[config.mk]
export PLATFORM = sky130hd
export DESIGN_NAME = inst_mem_loader
export DESIGN_NICKNAME = d
export VERILOG_FILES = /design/src/rtl/inst_mem_loader.sv
export SDC_FILE = /design/constraint.sdc
export NUM_CORES = 1
export LEC_CHECK = 0
export ABC_AREA = 1
export CORE_MARGIN = 5
export CORE_UTILIZATION = 30
export CTS_BUF_LIST = sky130_fd_sc_hd__clkbuf_2 sky130_fd_sc_hd__clkbuf_4 sky130_fd_sc_hd__clkbuf_8
export DETAILED_ROUTE_END_ITERATION = 12
export GPL_ROUTABILITY_DRIVEN = 0
export GPL_TIMING_DRIVEN = 0
export PLACE_DENSITY = 0.61
export SYNTH_ARGS = -nofsm -noshare
export SYNTH_HDL_FRONTEND = slang
export SYNTH_SLANG_ARGS = --single-unit
[constraint.sdc]
create_clock -name i_clock -period 1.8 [get_ports i_clock]
set_input_delay 0.54 -clock i_clock [delete_from_list [all_inputs] [get_ports i_clock]]
set_output_delay 0.54 -clock i_clock [all_outputs]
set_load 0.01 [all_outputs]
[src/rtl/inst_mem_loader.sv]
// ---------------------------------------------------------------------------
// inst_mem_loader
//
// Writer-side companion to the fetch stage's instruction memory. It accepts
// full instruction words over a valid/ready handshake and writes each one as
// a sequence of byte-wide stores, most significant byte first, at ascending
// byte addresses. The program counter is held in reset while a load is in
// progress. When the load ends, the PC is released so that fetch starts at
// address 0.
//
// Optional feature: define LOADER_CHECKSUM_EN to build a running XOR of every
// byte written since the last i_start. Without the macro, o_checksum is tied
// to 0 and no checksum register is built.
//
// Parameters:
//   INSTRUCTION_SIZE  width of one instruction word (multiple of MEM_SIZE)
//   MEM_SIZE          width of one memory byte lane
//   INSTMEM_SIZE      byte address width
//
// Ports:
//   i_clock         clock, rising edge
//   i_reset         synchronous active-high reset
//   i_start         pulse, begins a new load from address 0
//   i_valid         i_word is valid
//   i_word          instruction word to store
//   i_last          marks i_word as the final word of the program
//   o_ready         loader accepts i_word this cycle
//   o_mem_enable    instruction memory enable
//   o_write_enable  instruction memory write enable
//   o_write_data    byte being written
//   o_write_addr    byte address (also the running address counter)
//   o_pc_reset      high while a load is in progress
//   o_done          load finished, held until the next i_start
//   o_overflow      memory filled before the last word was seen
//   o_checksum      XOR of written bytes (0 when the feature is off)
// ---------------------------------------------------------------------------
module inst_mem_loader #(
    parameter int INSTRUCTION_SIZE = 32,
    parameter int MEM_SIZE         = 8,
    parameter int INSTMEM_SIZE     = 8
) (
    input  logic                        i_clock,
    input  logic                        i_reset,
    input  logic                        i_start,
    input  logic                        i_valid,
    input  logic [INSTRUCTION_SIZE-1:0] i_word,
    input  logic                        i_last,
    output logic                        o_ready,
    output logic                        o_mem_enable,
    output logic                        o_write_enable,
    output logic [MEM_SIZE-1:0]         o_write_data,
    output logic [INSTMEM_SIZE-1:0]     o_write_addr,
    output logic                        o_pc_reset,
    output logic                        o_done,
    output logic                        o_overflow,
    output logic [MEM_SIZE-1:0]         o_checksum
);

    localparam int BYTES = INSTRUCTION_SIZE / MEM_SIZE;
    localparam int CNT_W = (BYTES > 1) ? $clog2(BYTES) : 1;
    localparam logic [CNT_W-1:0]        CNT_LAST = CNT_W'(BYTES - 1);
    localparam logic [INSTMEM_SIZE-1:0] ADDR_TOP = '1;

    typedef enum logic [1:0] {
        IDLE  = 2'd0,
        LOAD  = 2'd1,
        WRITE = 2'd2,
        DONE  = 2'd3
    } state_t;

    state_t                      state, state_d;
    logic [INSTRUCTION_SIZE-1:0] word_q, word_d;
    logic                        last_q, last_d;
    logic [CNT_W-1:0]            cnt_q, cnt_d;
    logic [MEM_SIZE-1:0]         data_d;
    logic [INSTMEM_SIZE-1:0]     addr_d;
    logic                        overflow_d;
    logic                        clear_d;

    always_comb begin
        state_d    = state;
        word_d     = word_q;
        last_d     = last_q;
        cnt_d      = cnt_q;
        data_d     = o_write_data;
        addr_d     = o_write_addr;
        overflow_d = o_overflow;
        clear_d    = 1'b0;

        unique case (state)
            IDLE, DONE: begin
                if (i_start) begin
                    state_d    = LOAD;
                    addr_d     = '0;
                    overflow_d = 1'b0;
                    clear_d    = 1'b1;
                end
            end
            LOAD: begin
                // o_ready is registered high for the whole LOAD state
                if (i_valid) begin
                    state_d = WRITE;
                    data_d  = i_word[INSTRUCTION_SIZE-1 -: MEM_SIZE];
                    word_d  = i_word << MEM_SIZE;
                    last_d  = i_last;
                    cnt_d   = '0;
                end
            end
            WRITE: begin
                addr_d = o_write_addr + 1'b1;
                if (cnt_q == CNT_LAST && last_q) begin
                    // last byte of the program may land on the top address
                    state_d = DONE;
                end else if (o_write_addr == ADDR_TOP) begin
                    state_d    = DONE;
                    overflow_d = 1'b1;
                end else if (cnt_q == CNT_LAST) begin
                    state_d = LOAD;
                end else begin
                    cnt_d  = cnt_q + 1'b1;
                    data_d = word_q[INSTRUCTION_SIZE-1 -: MEM_SIZE];
                    word_d = word_q << MEM_SIZE;
                end
            end
            default: state_d = IDLE;
        endcase
    end

    always_ff @(posedge i_clock) begin
        if (i_reset) begin
            state          <= IDLE;
            word_q         <= '0;
            last_q         <= 1'b0;
            cnt_q          <= '0;
            o_ready        <= 1'b0;
            o_mem_enable   <= 1'b0;
            o_write_enable <= 1'b0;
            o_write_data   <= '0;
            o_write_addr   <= '0;
            o_pc_reset     <= 1'b0;
            o_done         <= 1'b0;
            o_overflow     <= 1'b0;
        end else begin
            state          <= state_d;
            word_q         <= word_d;
            last_q         <= last_d;
            cnt_q          <= cnt_d;
            o_ready        <= (state_d == LOAD);
            o_mem_enable   <= (state_d == LOAD) || (state_d == WRITE);
            o_write_enable <= (state_d == WRITE);
            o_write_data   <= data_d;
            o_write_addr   <= addr_d;
            o_pc_reset     <= (state_d == LOAD) || (state_d == WRITE);
            o_done         <= (state_d == DONE);
            o_overflow     <= overflow_d;
        end
    end

`ifdef LOADER_CHECKSUM_EN
    logic [MEM_SIZE-1:0] checksum_q;

    // folds in the byte on the strobe, so the sum is visible the cycle after
    always_ff @(posedge i_clock) begin
        if (i_reset || clear_d) begin
            checksum_q <= '0;
        end else if (state == WRITE) begin
            checksum_q <= checksum_q ^ o_write_data;
        end
    end

    assign o_checksum = checksum_q;
`else
    logic unused_clear;
    assign unused_clear = clear_d;
    assign o_checksum   = '0;
`endif

endmodule

==> out/results.md, run 1 <==
Setup path
• start-to-end type of the worst setup path: reg2out
• Slowest cell on crit path: clkdlybuf4s50_1
• critical path endpoint category: output port
• cell chain of the critical path: clkdlybuf4s50_1
• critical path data required time: 1260 ps
• CP top delay family: buffers and inverters
• arrival time of data at the critical path endpoint: 1240 ps
• critical path's largest stage delay: 540 ps
• critical path fanouts, max: 5
• startpoint type of the worst setup path: flip-flop
• Worst Path Buf+Inv: 1

Routing
• drc violations: 0
• Initial DRT Pass Iterations: 4
• mean routed wirelength per cell: 12.4 µm
• mean number of vias per cell: 4.57
• via count: 2496
• total routed wirelength: 6.75 mm
• Antenna Violating Nets Remaining: 0
• iteration-0 DRC count of the detailed router: 129

Die
• top-level port count: 67
• Core Rows: 34
• Die W: 105 µm
• area enclosed by the die boundary: 11000 µm²
• die height: 105 µm
• core box area: 8760 µm²
• Initial Utilization: 30.9%

Clocking
• number of sinks driven by the clock tree: 50
• CTS tree: yes
• maximum clock insertion buffer count: 2
• clock transition time at the flip-flop clock pins of the worst setup and hold paths: 90 ps
• H-tree level count: 2
• buffer type at the clock tree root: clkbuf_8
• insertion delay to the later sink of the worst-skew pair: 310 ps
• TritonCTS Buffers: 5

Pwr
• largest vdd supply drop: 270 µV
• cell internal pwr: 2000 µW
• proportion of total power due to net switching: 27.6%
• Comb pwr share: 24.5%
• net switching power: 761 µW
• Power per Cell Area: 757 nW/µm²
• proportion of power drawn by flip-flops and latches: 46.1%
• leak pwr: 0.00159 µW
• clock power share: 29.5%

Synth
• average cell area after synthesis: 7.46 µm²
• post-synthesis sequential element count: 50
• Yosys warning total: 0
• fraction of registers with async set/reset: 0%
• number of flops mapped to enable cells by yosys: 0
• library cell occupying the most area in the post-synthesis netlist: dfxtp_1
• portion of synthesized cell area occupied by the leading cell type: 37.0%
• number of different library cells in the post-synthesis netlist: 27
• post-synthesis instance area: 2710 µm²
• Post-Synthesis Cells: 363
• biggest area contributors in the synthesized netlist: dfxtp_1, nand2_1, mux2i_1, nand3_1, nor2_1
• most used flip-flop cell after synthesis: dfxtp_1
• share of the yosys chip area belonging to registers: 37.0%

Place
• DP HPWL: 5.17 mm
• IO buf count: 58

STA
• post-route clock skew: 10.4 ps
• fmax: 563 MHz
• number of endpoints with negative hold slack in the final report: 0
• Final min period: 1780 ps
• portion of the clock cycle consumed by the worst path in the final layout: 98.7%
• final number of max-transition violations: 0
• hold slack final: 484 ps
• endpoints failing setup: 0

Finish
• most common cell after layout, fill and taps aside: nand2_1
• count of inserted antenna diode cells: 0
• Layout Utilization: 41.6%
• commonest cells after routing, fill and taps aside: nand2_1, clkdlybuf4s50_1, nor2_1
• Layout area overhead: 34.6%
• layout net count: 482
• fraction of layout instances using a drive strength above 1: 16.9%

Outcome
• status: complete, no violations

Global routing
• number of global-route vias before repair: 2376
• largest net degree at the start of global routing: 15
• wire length of the first global-routing pass: 11.1 mm
• global-route usage over all layers: 12.0%
• GR Overflow Total: 0
• initial antenna violation count: 0

Flow run
• max_cap viols: 0

Min path
• type of the most critical hold path: reg2reg

stage by stage:
stage	TNS, ps	cells	total power, µW	instance area [µm²]	setup slack [ps]
floorplan	0	370	1710	2730	79.3
global placement	-6270	536	1950	3450	-372
detailed placement	-7050	536	1960	3450	-432
CTS	0	543	2780	3580	7.46
global route	-11.2	546	2910	3640	-6.61
finish	0	546	2760	3640	24.3
sequential cells by signal (all words and copies together), names as in the netlist:
name / count
o_write_addr: 8
state: 2
o_write_data: 8
word_q: 24
o_overflow: 1
last_q: 1
o_done: 1
o_pc_reset: 1
o_write_enable: 1
o_ready: 1
cnt_q: 2
final timing paths:
| check | end | slack, ps | from | cells past startpoint |
|---|---|---|---|---|
| setup / recovery | o_write_addr[0] | 20 | o_write_addr[0]$_SDFFE_PP0P_ | 1 |
| hold / removal | cnt_q[1]$_SDFFE_PP0P_ | 480 | cnt_q[1]$_SDFFE_PP0P_ | 2 |
| setup reg to reg | word_q[10]$_SDFFE_PP0P_ | 130 | state[0]$_SDFF_PP0_ | 9 |
| hold reg to reg | cnt_q[1]$_SDFFE_PP0P_ | 480 | cnt_q[1]$_SDFFE_PP0P_ | 2 |
final cells by class:
class                           instances  area [µm²]
Timing Repair Buffer                   61         606
Multi-Input combinational cell        263        1450
Fill cell                             909        5120
Clock inverter                          1        30.0
Buffer                                 31         228
Inverter                               26        97.6
Sequential cell                        50        1010
Tap cell                              108         135
Clock buffer                            6        82.6
cells in the mapped netlist, types with 2 or more instances:
cell type / number
nand2_1: 77
dfxtp_1: 50
nor2_1: 49
nand3_1: 40
inv_1: 24
mux2i_1: 24
a21oi_1: 20
a21oi_2: 20
buf_4: 11
buf_2: 8
ha_1: 7
buf_6: 6
clkbuf_1: 6
nand4_1: 5
a31oi_1: 2
nand2_2: 2
o21ai_0: 2
cells by family (layout without fill, tap and decap cells):
kind of cell	count (synthesis)	in the layout	synth area share, %
adder cells (fa/ha/maj)	7	7	3.23
flip-flops	50	50	37.0
AND/OR/NAND/NOR	175	175	26.9
multiplexers	24	24	8.87
AO/OA/AOI/OAI	47	47	11.8
buffers and inverters	57	125	11.5
other	1	8	0.138
XOR/XNOR	2	2	0.647
layer usage:
metal  wire length [µm]  up-vias  GRT usage (%)
met2               3210       48           20.1
met5                  0        -              0
met1               3180     1125           15.3
met4                 82        0           3.65
met3                274       10           2.59
li1                   -     1313              -
tightest hold or removal path, cell delays in order (launching register included):
cell     delay [ps]
dfxtp_1         330
nand2_1          60
a21oi_1          50
power by group through the flow:
stage | sequential [µW] | clock [µW] | combinational (µW)
global placement | 1290 | 0 | 657
floorplan | 1300 | 0 | 412
finish | 1270 | 812 | 675
global route | 1280 | 878 | 752
CTS | 1270 | 834 | 671
detailed placement | 1300 | 0 | 667
timing repair:
item,in CTS,in global routing
endpoints found under the setup margin,17,40
hold buffers,0,0
gates resized for setup,15,13
buffers inserted,0,3
(Power assumes the default switching activity.)
==> run 2, diff against run 1 <==
==> constraint.sdc (replaced) <==
create_clock -name i_clock -period 1.51 [get_ports i_clock]
set_input_delay 0.453 -clock i_clock [delete_from_list [all_inputs] [get_ports i_clock]]
set_output_delay 0.453 -clock i_clock [all_outputs]
set_load 0.01 [all_outputs]
==> out/results.md, run 2 (synthesis results as in run 1) <==
STA
• portion of the clock cycle consumed by the worst path in the final layout: 100%
• final number of max-transition violations: 0
• endpoints failing setup: 2
• RSZ-0062 raised after global routing: yes
• setup tns final: -4.43 ps
• final worst-path setup slack: -2.91 ps
• number of endpoints with negative hold slack in the final report: 0
• Final min period: 1510 ps
• fmax: 661 MHz
• post-route clock skew: 4.81 ps

Routing
• drc violations: 0
• mean routed wirelength per cell: 13.3 µm
• Antenna Violating Nets Remaining: 0
• via count: 2626
• mean number of vias per cell: 4.65
• Initial DRT Pass Iterations: 4
• iteration-0 DRC count of the detailed router: 105
• total routed wirelength: 7.50 mm

Setup path
• most used cell along the critical path: nand2_2
• arrival time of data at the critical path endpoint: 1700 ps
• critical path's largest stage delay: 380 ps
• critical path fanouts, max: 5
• start-to-end type of the worst setup path: reg2reg
• CP top delay family: simple AND/OR/NAND/NOR gates
• logic depth of the worst register-to-register path: 12
• critical path endpoint category: flip-flop
• Worst Path Buf+Inv: 2
• Slowest cell on crit path: dfxtp_4
• cell depth of the worst setup path: 12
• cell chain of the critical path: ha_4 -> inv_2 -> nor2_4 -> nand2_4 -> nand2_2 -> nand2_1 -> nand2_1 -> nand2_2 -> nand2_2 -> inv_2 -> ha_4 -> nor2_1
• startpoint type of the worst setup path: flip-flop
• critical path data required time: 1700 ps

Clocking
• H-tree level count: 2
• insertion delay to the later sink of the worst-skew pair: 310 ps
• maximum clock insertion buffer count: 2
• number of sinks driven by the clock tree: 50
• clock transition time at the flip-flop clock pins of the worst setup and hold paths: 90 ps
• CTS tree: yes
• buffer type at the clock tree root: clkbuf_8
• TritonCTS Buffers: 5

Pwr
• largest vdd supply drop: 341 µV
• leak pwr: 0.00179 µW
• Power per Cell Area: 875 nW/µm²

Outcome
• violations in the final reports: negative setup slack
• status: finished with violations

Die
• Core Rows: 34
• core box area: 8760 µm²
• Initial Utilization: 30.9%
• die height: 105 µm
• top-level port count: 67
• Die W: 105 µm
• area enclosed by the die boundary: 11000 µm²

Global routing
• initial antenna violation count: 0
• largest net degree at the start of global routing: 15
• GR Overflow Total: 0
• number of global-route vias before repair: 2483
• wire length of the first global-routing pass: 11.8 mm
• global-route usage over all layers: 12.9%

Place
• DP HPWL: 5.16 mm
• IO buf count: 58
• number of placed cells counting well taps: 536

Finish
• Final Non-Filler Cells: 565
• commonest cells after routing, fill and taps aside: nand2_1, nor2_1, nand3_1
• Layout area overhead: 48.2%
• Regs by FF count: word_q (24), o_write_addr (8), o_write_data (8)
• layout net count: 500
• Fillers: 878
• count of inserted antenna diode cells: 0
• flip-flop and latch area: 1030 µm²
• Layout Utilization: 45.8%
• most common cell after layout, fill and taps aside: nand2_1
• top register by number of flip-flops: word_q
• flip-flop count of the largest register, all copies and words added: 24
• footprint of the multi-input gates: 1580 µm²
• fraction of layout instances using a drive strength above 1: 27.6%

Min path
• cell count of the worst hold path: 2
• type of the most critical hold path: reg2reg

Flow run
• max_cap viols: 0

## run 2: changes by cell type in the layout (fill, tap and decap cells not counted), sizes merged
cell	before	now
buf	28	45
clkbuf	12	15
clkdlybuf4s50	51	35
dlygate4sd2	4	21
dlymetal6s2s	3	1
## run 2: stage by stage
stage	worst slack [ps]	total power, µW	hold WS, ps	instance area, µm²
global route	-94.3	3680	502	4010
finish	-2.91	3510	478	4010
CTS	-60.3	3450	482	3860
floorplan	-45.1	2040	440	2750
detailed placement	-448	2340	468	3460
global placement	-417	2330	453	3460
## run 2: cell type report
class / instances / area share [%]
Sequential cell: 50 / 25.6
Clock buffer: 7 / 2.09
Timing Repair Buffer: 82 / 19.4
Tap cell: 108 / 3.37
Clock inverter: 1 / 0.749
Inverter: 26 / 2.59
Multi-Input combinational cell: 263 / 39.3
Buffer: 28 / 6.89
## run 2: timing repair
| item | 4_1_cts | 5_1_grt |
|---|---|---|
| hold buffers | 0 | 0 |
| hold endpoints to repair | 0 | 0 |
| resized for setup | 79 | 36 |
| cloned | 2 | 1 |
| setup buffers | 13 | 9 |
| setup endpoints to repair | 69 | 48 |
| pin swaps | 5 | 13 |
## run 2: power breakdown
| group | switching [µW] | total (µW) | internal (µW) |
|---|---|---|---|
| registers | 75.7 | 1510 | 1430 |
| clock network | 464 | 997 | 533 |
| logic | 464 | 1000 | 539 |
| total | 1000 | 3510 | 2510 |
## run 2: metal layers
metal | vias up | global-route usage [%] | part of all wire (%)
met5 | - | 0 | 0
met4 | 0 | 4.02 | 1.2
met3 | 6 | 2.65 | 4.0
met2 | 57 | 21.0 | 48
met1 | 1211 | 17.0 | 47
li1 | 1352 | - | -
## run 2: worst reg2reg max path: cells and delay by family, from the launching register on
family,cells,cell delay (ps)
fa+ha+maj,2,380
buf+inv,2,90
flops,1,380
simple gates,8,550
## run 2: worst paths after layout
path	start	to	slack (ps)
setup / recovery	o_write_addr[1]$_SDFFE_PP0P_	o_pc_reset$_SDFF_PP0_	-3
setup reg to reg	o_write_addr[1]$_SDFFE_PP0P_	o_pc_reset$_SDFF_PP0_	-3
hold reg to reg	cnt_q[1]$_SDFFE_PP0P_	cnt_q[1]$_SDFFE_PP0P_	480
hold / removal	cnt_q[1]$_SDFFE_PP0P_	cnt_q[1]$_SDFFE_PP0P_	480
==> run 3, diff against run 2 <==
--- a/config.mk
+++ b/config.mk
@@ -6,6 +6,7 @@
 export NUM_CORES = 1
 export LEC_CHECK = 0
 export ABC_AREA = 1
+export CORE_ASPECT_RATIO = 1.25
 export CORE_MARGIN = 5
 export CORE_UTILIZATION = 30
 export CTS_BUF_LIST = sky130_fd_sc_hd__clkbuf_2 sky130_fd_sc_hd__clkbuf_4 sky130_fd_sc_hd__clkbuf_8
==> out/results.md, run 3 (synthesis results as in run 1) <==
Place
• DP HPWL: 5.18 mm
• number of placed cells counting well taps: 548
• IO buf count: 58

Finish
• fraction of layout instances using a drive strength above 1: 36.4%
• most common cell after layout, fill and taps aside: nand2_1
• Layout area overhead: 67.0%
• top register by number of flip-flops: word_q
• Final Non-Filler Cells: 590
• count of inserted antenna diode cells: 0
• Layout Utilization: 51.7%
• flip-flop count of the largest register, all copies and words added: 24
• commonest cells after routing, fill and taps aside: nand2_1, nor2_1, dfxtp_1
• Regs by FF count: word_q (24), o_write_addr (8), o_write_data (8)
• layout net count: 513
• Fillers: 843

Setup path
• startpoint type of the worst setup path: flip-flop
• cell chain of the critical path: nand2_1 -> nor2_2 -> nand2_2 -> nand2_2 -> nand2_4 -> clkbuf_16 -> clkbuf_16 -> a21oi_2 -> nor2_1
• critical path endpoint category: flip-flop
• critical path's largest stage delay: 410 ps
• CP top delay family: simple AND/OR/NAND/NOR gates
• Worst Path Buf+Inv: 2
• start-to-end type of the worst setup path: reg2reg
• Slowest cell on crit path: dfxtp_2
• critical path fanouts, max: 7
• arrival time of data at the critical path endpoint: 1730 ps
• critical path data required time: 1710 ps

Global routing
• initial antenna violation count: 0
• GR Overflow Total: 0
• wire length of the first global-routing pass: 12.7 mm
• largest net degree at the start of global routing: 15
• global-route usage over all layers: 14.5%
• number of global-route vias before repair: 2596

Flow run
• max_cap viols: 0

Pwr
• clock power share: 24.1%
• total design power: 3480 µW
• Power per Cell Area: 770 nW/µm²
• largest vdd supply drop: 328 µV
• Comb pwr share: 31.9%
• leak pwr: 0.00197 µW
• cell internal pwr: 2410 µW
• net switching power: 1070 µW
• proportion of total power due to net switching: 30.7%
• proportion of power drawn by flip-flops and latches: 44.0%

STA
• endpoints failing setup: 6
• RSZ-0062 raised after global routing: yes
• final worst-path setup slack: -17.6 ps
• portion of the clock cycle consumed by the worst path in the final layout: 101%
• setup tns final: -35.4 ps
• number of endpoints with negative hold slack in the final report: 0
• post-route clock skew: 11.5 ps
• fmax: 655 MHz
• hold slack final: 476 ps
• final number of max-transition violations: 0
• Final min period: 1530 ps

Outcome
• violations in the final reports: negative setup slack
• status: finished with violations

Die
• Initial Utilization: 30.9%
• Die W: 95.0 µm
• die height: 116 µm
• top-level port count: 67
• area enclosed by the die boundary: 11000 µm²
• core box area: 8750 µm²
• Core Rows: 38

Routing
• drc violations: 0
• via count: 2727
• total routed wirelength: 8.46 mm
• Antenna Violating Nets Remaining: 0
• Initial DRT Pass Iterations: 4
• mean number of vias per cell: 4.62
• mean routed wirelength per cell: 14.3 µm
• iteration-0 DRC count of the detailed router: 99

Clocking
• number of sinks driven by the clock tree: 50
• clock transition time at the flip-flop clock pins of the worst setup and hold paths: 100 ps
• buffer type at the clock tree root: clkbuf_8
• number of buffers inserted by hold repair at cts: 0
• insertion delay to the later sink of the worst-skew pair: 310 ps
• CTS tree: yes
• maximum clock insertion buffer count: 2
• H-tree level count: 2
• TritonCTS Buffers: 5

Min path
• type of the most critical hold path: reg2reg

-- run 3: timing repair --
| item | CTS | global route |
|---|---|---|
| buffers inserted | 24 | 5 |
| gates cloned | 9 | 3 |
| pin swaps | 21 | 30 |
| endpoints found under the setup margin | 69 | 41 |
| gates resized for setup | 108 | 87 |
-- run 3: final timing paths --
kind | startpoint | to | slack [ps] | depth (start not counted)
worst max-delay path | o_write_addr[3]$_SDFFE_PP0P_ | word_q[14]$_SDFFE_PP0P_ | -20 | 9
worst min-delay path | cnt_q[1]$_SDFFE_PP0P_ | cnt_q[1]$_SDFFE_PP0P_ | 480 | 2
worst max register to register | o_write_addr[3]$_SDFFE_PP0P_ | word_q[14]$_SDFFE_PP0P_ | -20 | 9
worst min register to register | cnt_q[1]$_SDFFE_PP0P_ | cnt_q[1]$_SDFFE_PP0P_ | 480 | 2
-- run 3: layout make-up --
| cell class | count | area (µm²) | area share [%] |
|---|---|---|---|
| inverters | 26 | 109 | 2.41 |
| clock buffers | 7 | 90.1 | 1.99 |
| multi-input cells | 263 | 1780 | 39.3 |
| well taps | 120 | 150 | 3.32 |
| flip-flops and latches | 50 | 1020 | 22.6 |
| plain buffers | 26 | 315 | 6.97 |
| clock inverters | 1 | 5.00 | 0.111 |
| repair buffers | 97 | 1050 | 23.3 |
-- run 3: power groups by stage --
| stage | Combinational (µW) | Clock [µW] | Sequential (µW) |
|---|---|---|---|
| 2_1_floorplan | 494 | 0 | 1550 |
| 3_3_place_gp | 791 | 0 | 1540 |
| 3_5_place_dp | 800 | 0 | 1540 |
| 4_1_cts | 978 | 853 | 1510 |
| 5_1_grt | 1200 | 916 | 1550 |
| 6_report | 1110 | 838 | 1530 |
-- run 3: worst reg2reg max path, stage by stage (launching register included) --
cell and delay (ps):
dfxtp_2 410, nand2_1 100, nor2_2 130, nand2_2 100
nand2_2 90, nand2_4 90, clkbuf_16 180, clkbuf_16 160
a21oi_2 110, nor2_1 50
-- run 3: per-layer routing --
metal / vias to the layer above / share of wire (%) / global-route usage [%] / routed length, µm
met4: 0 / 1.8 / 3.08 / 153
met2: 74 / 52 / 26.9 / 4400
met3: 12 / 5.1 / 2.71 / 435
met5: - / 0 / 0 / 0
li1: 1391 / - / - / -
met1: 1250 / 41 / 17.2 / 3470
-- run 3: stage by stage --
stage,cell area (µm²),setup slack [ps]
final,4520,-17.6
after global routing,4520,-94.6
after CTS,4130,-76.5
after detailed placement,3480,-445
after global placement,3480,-431
after floorplan,2750,-45.1
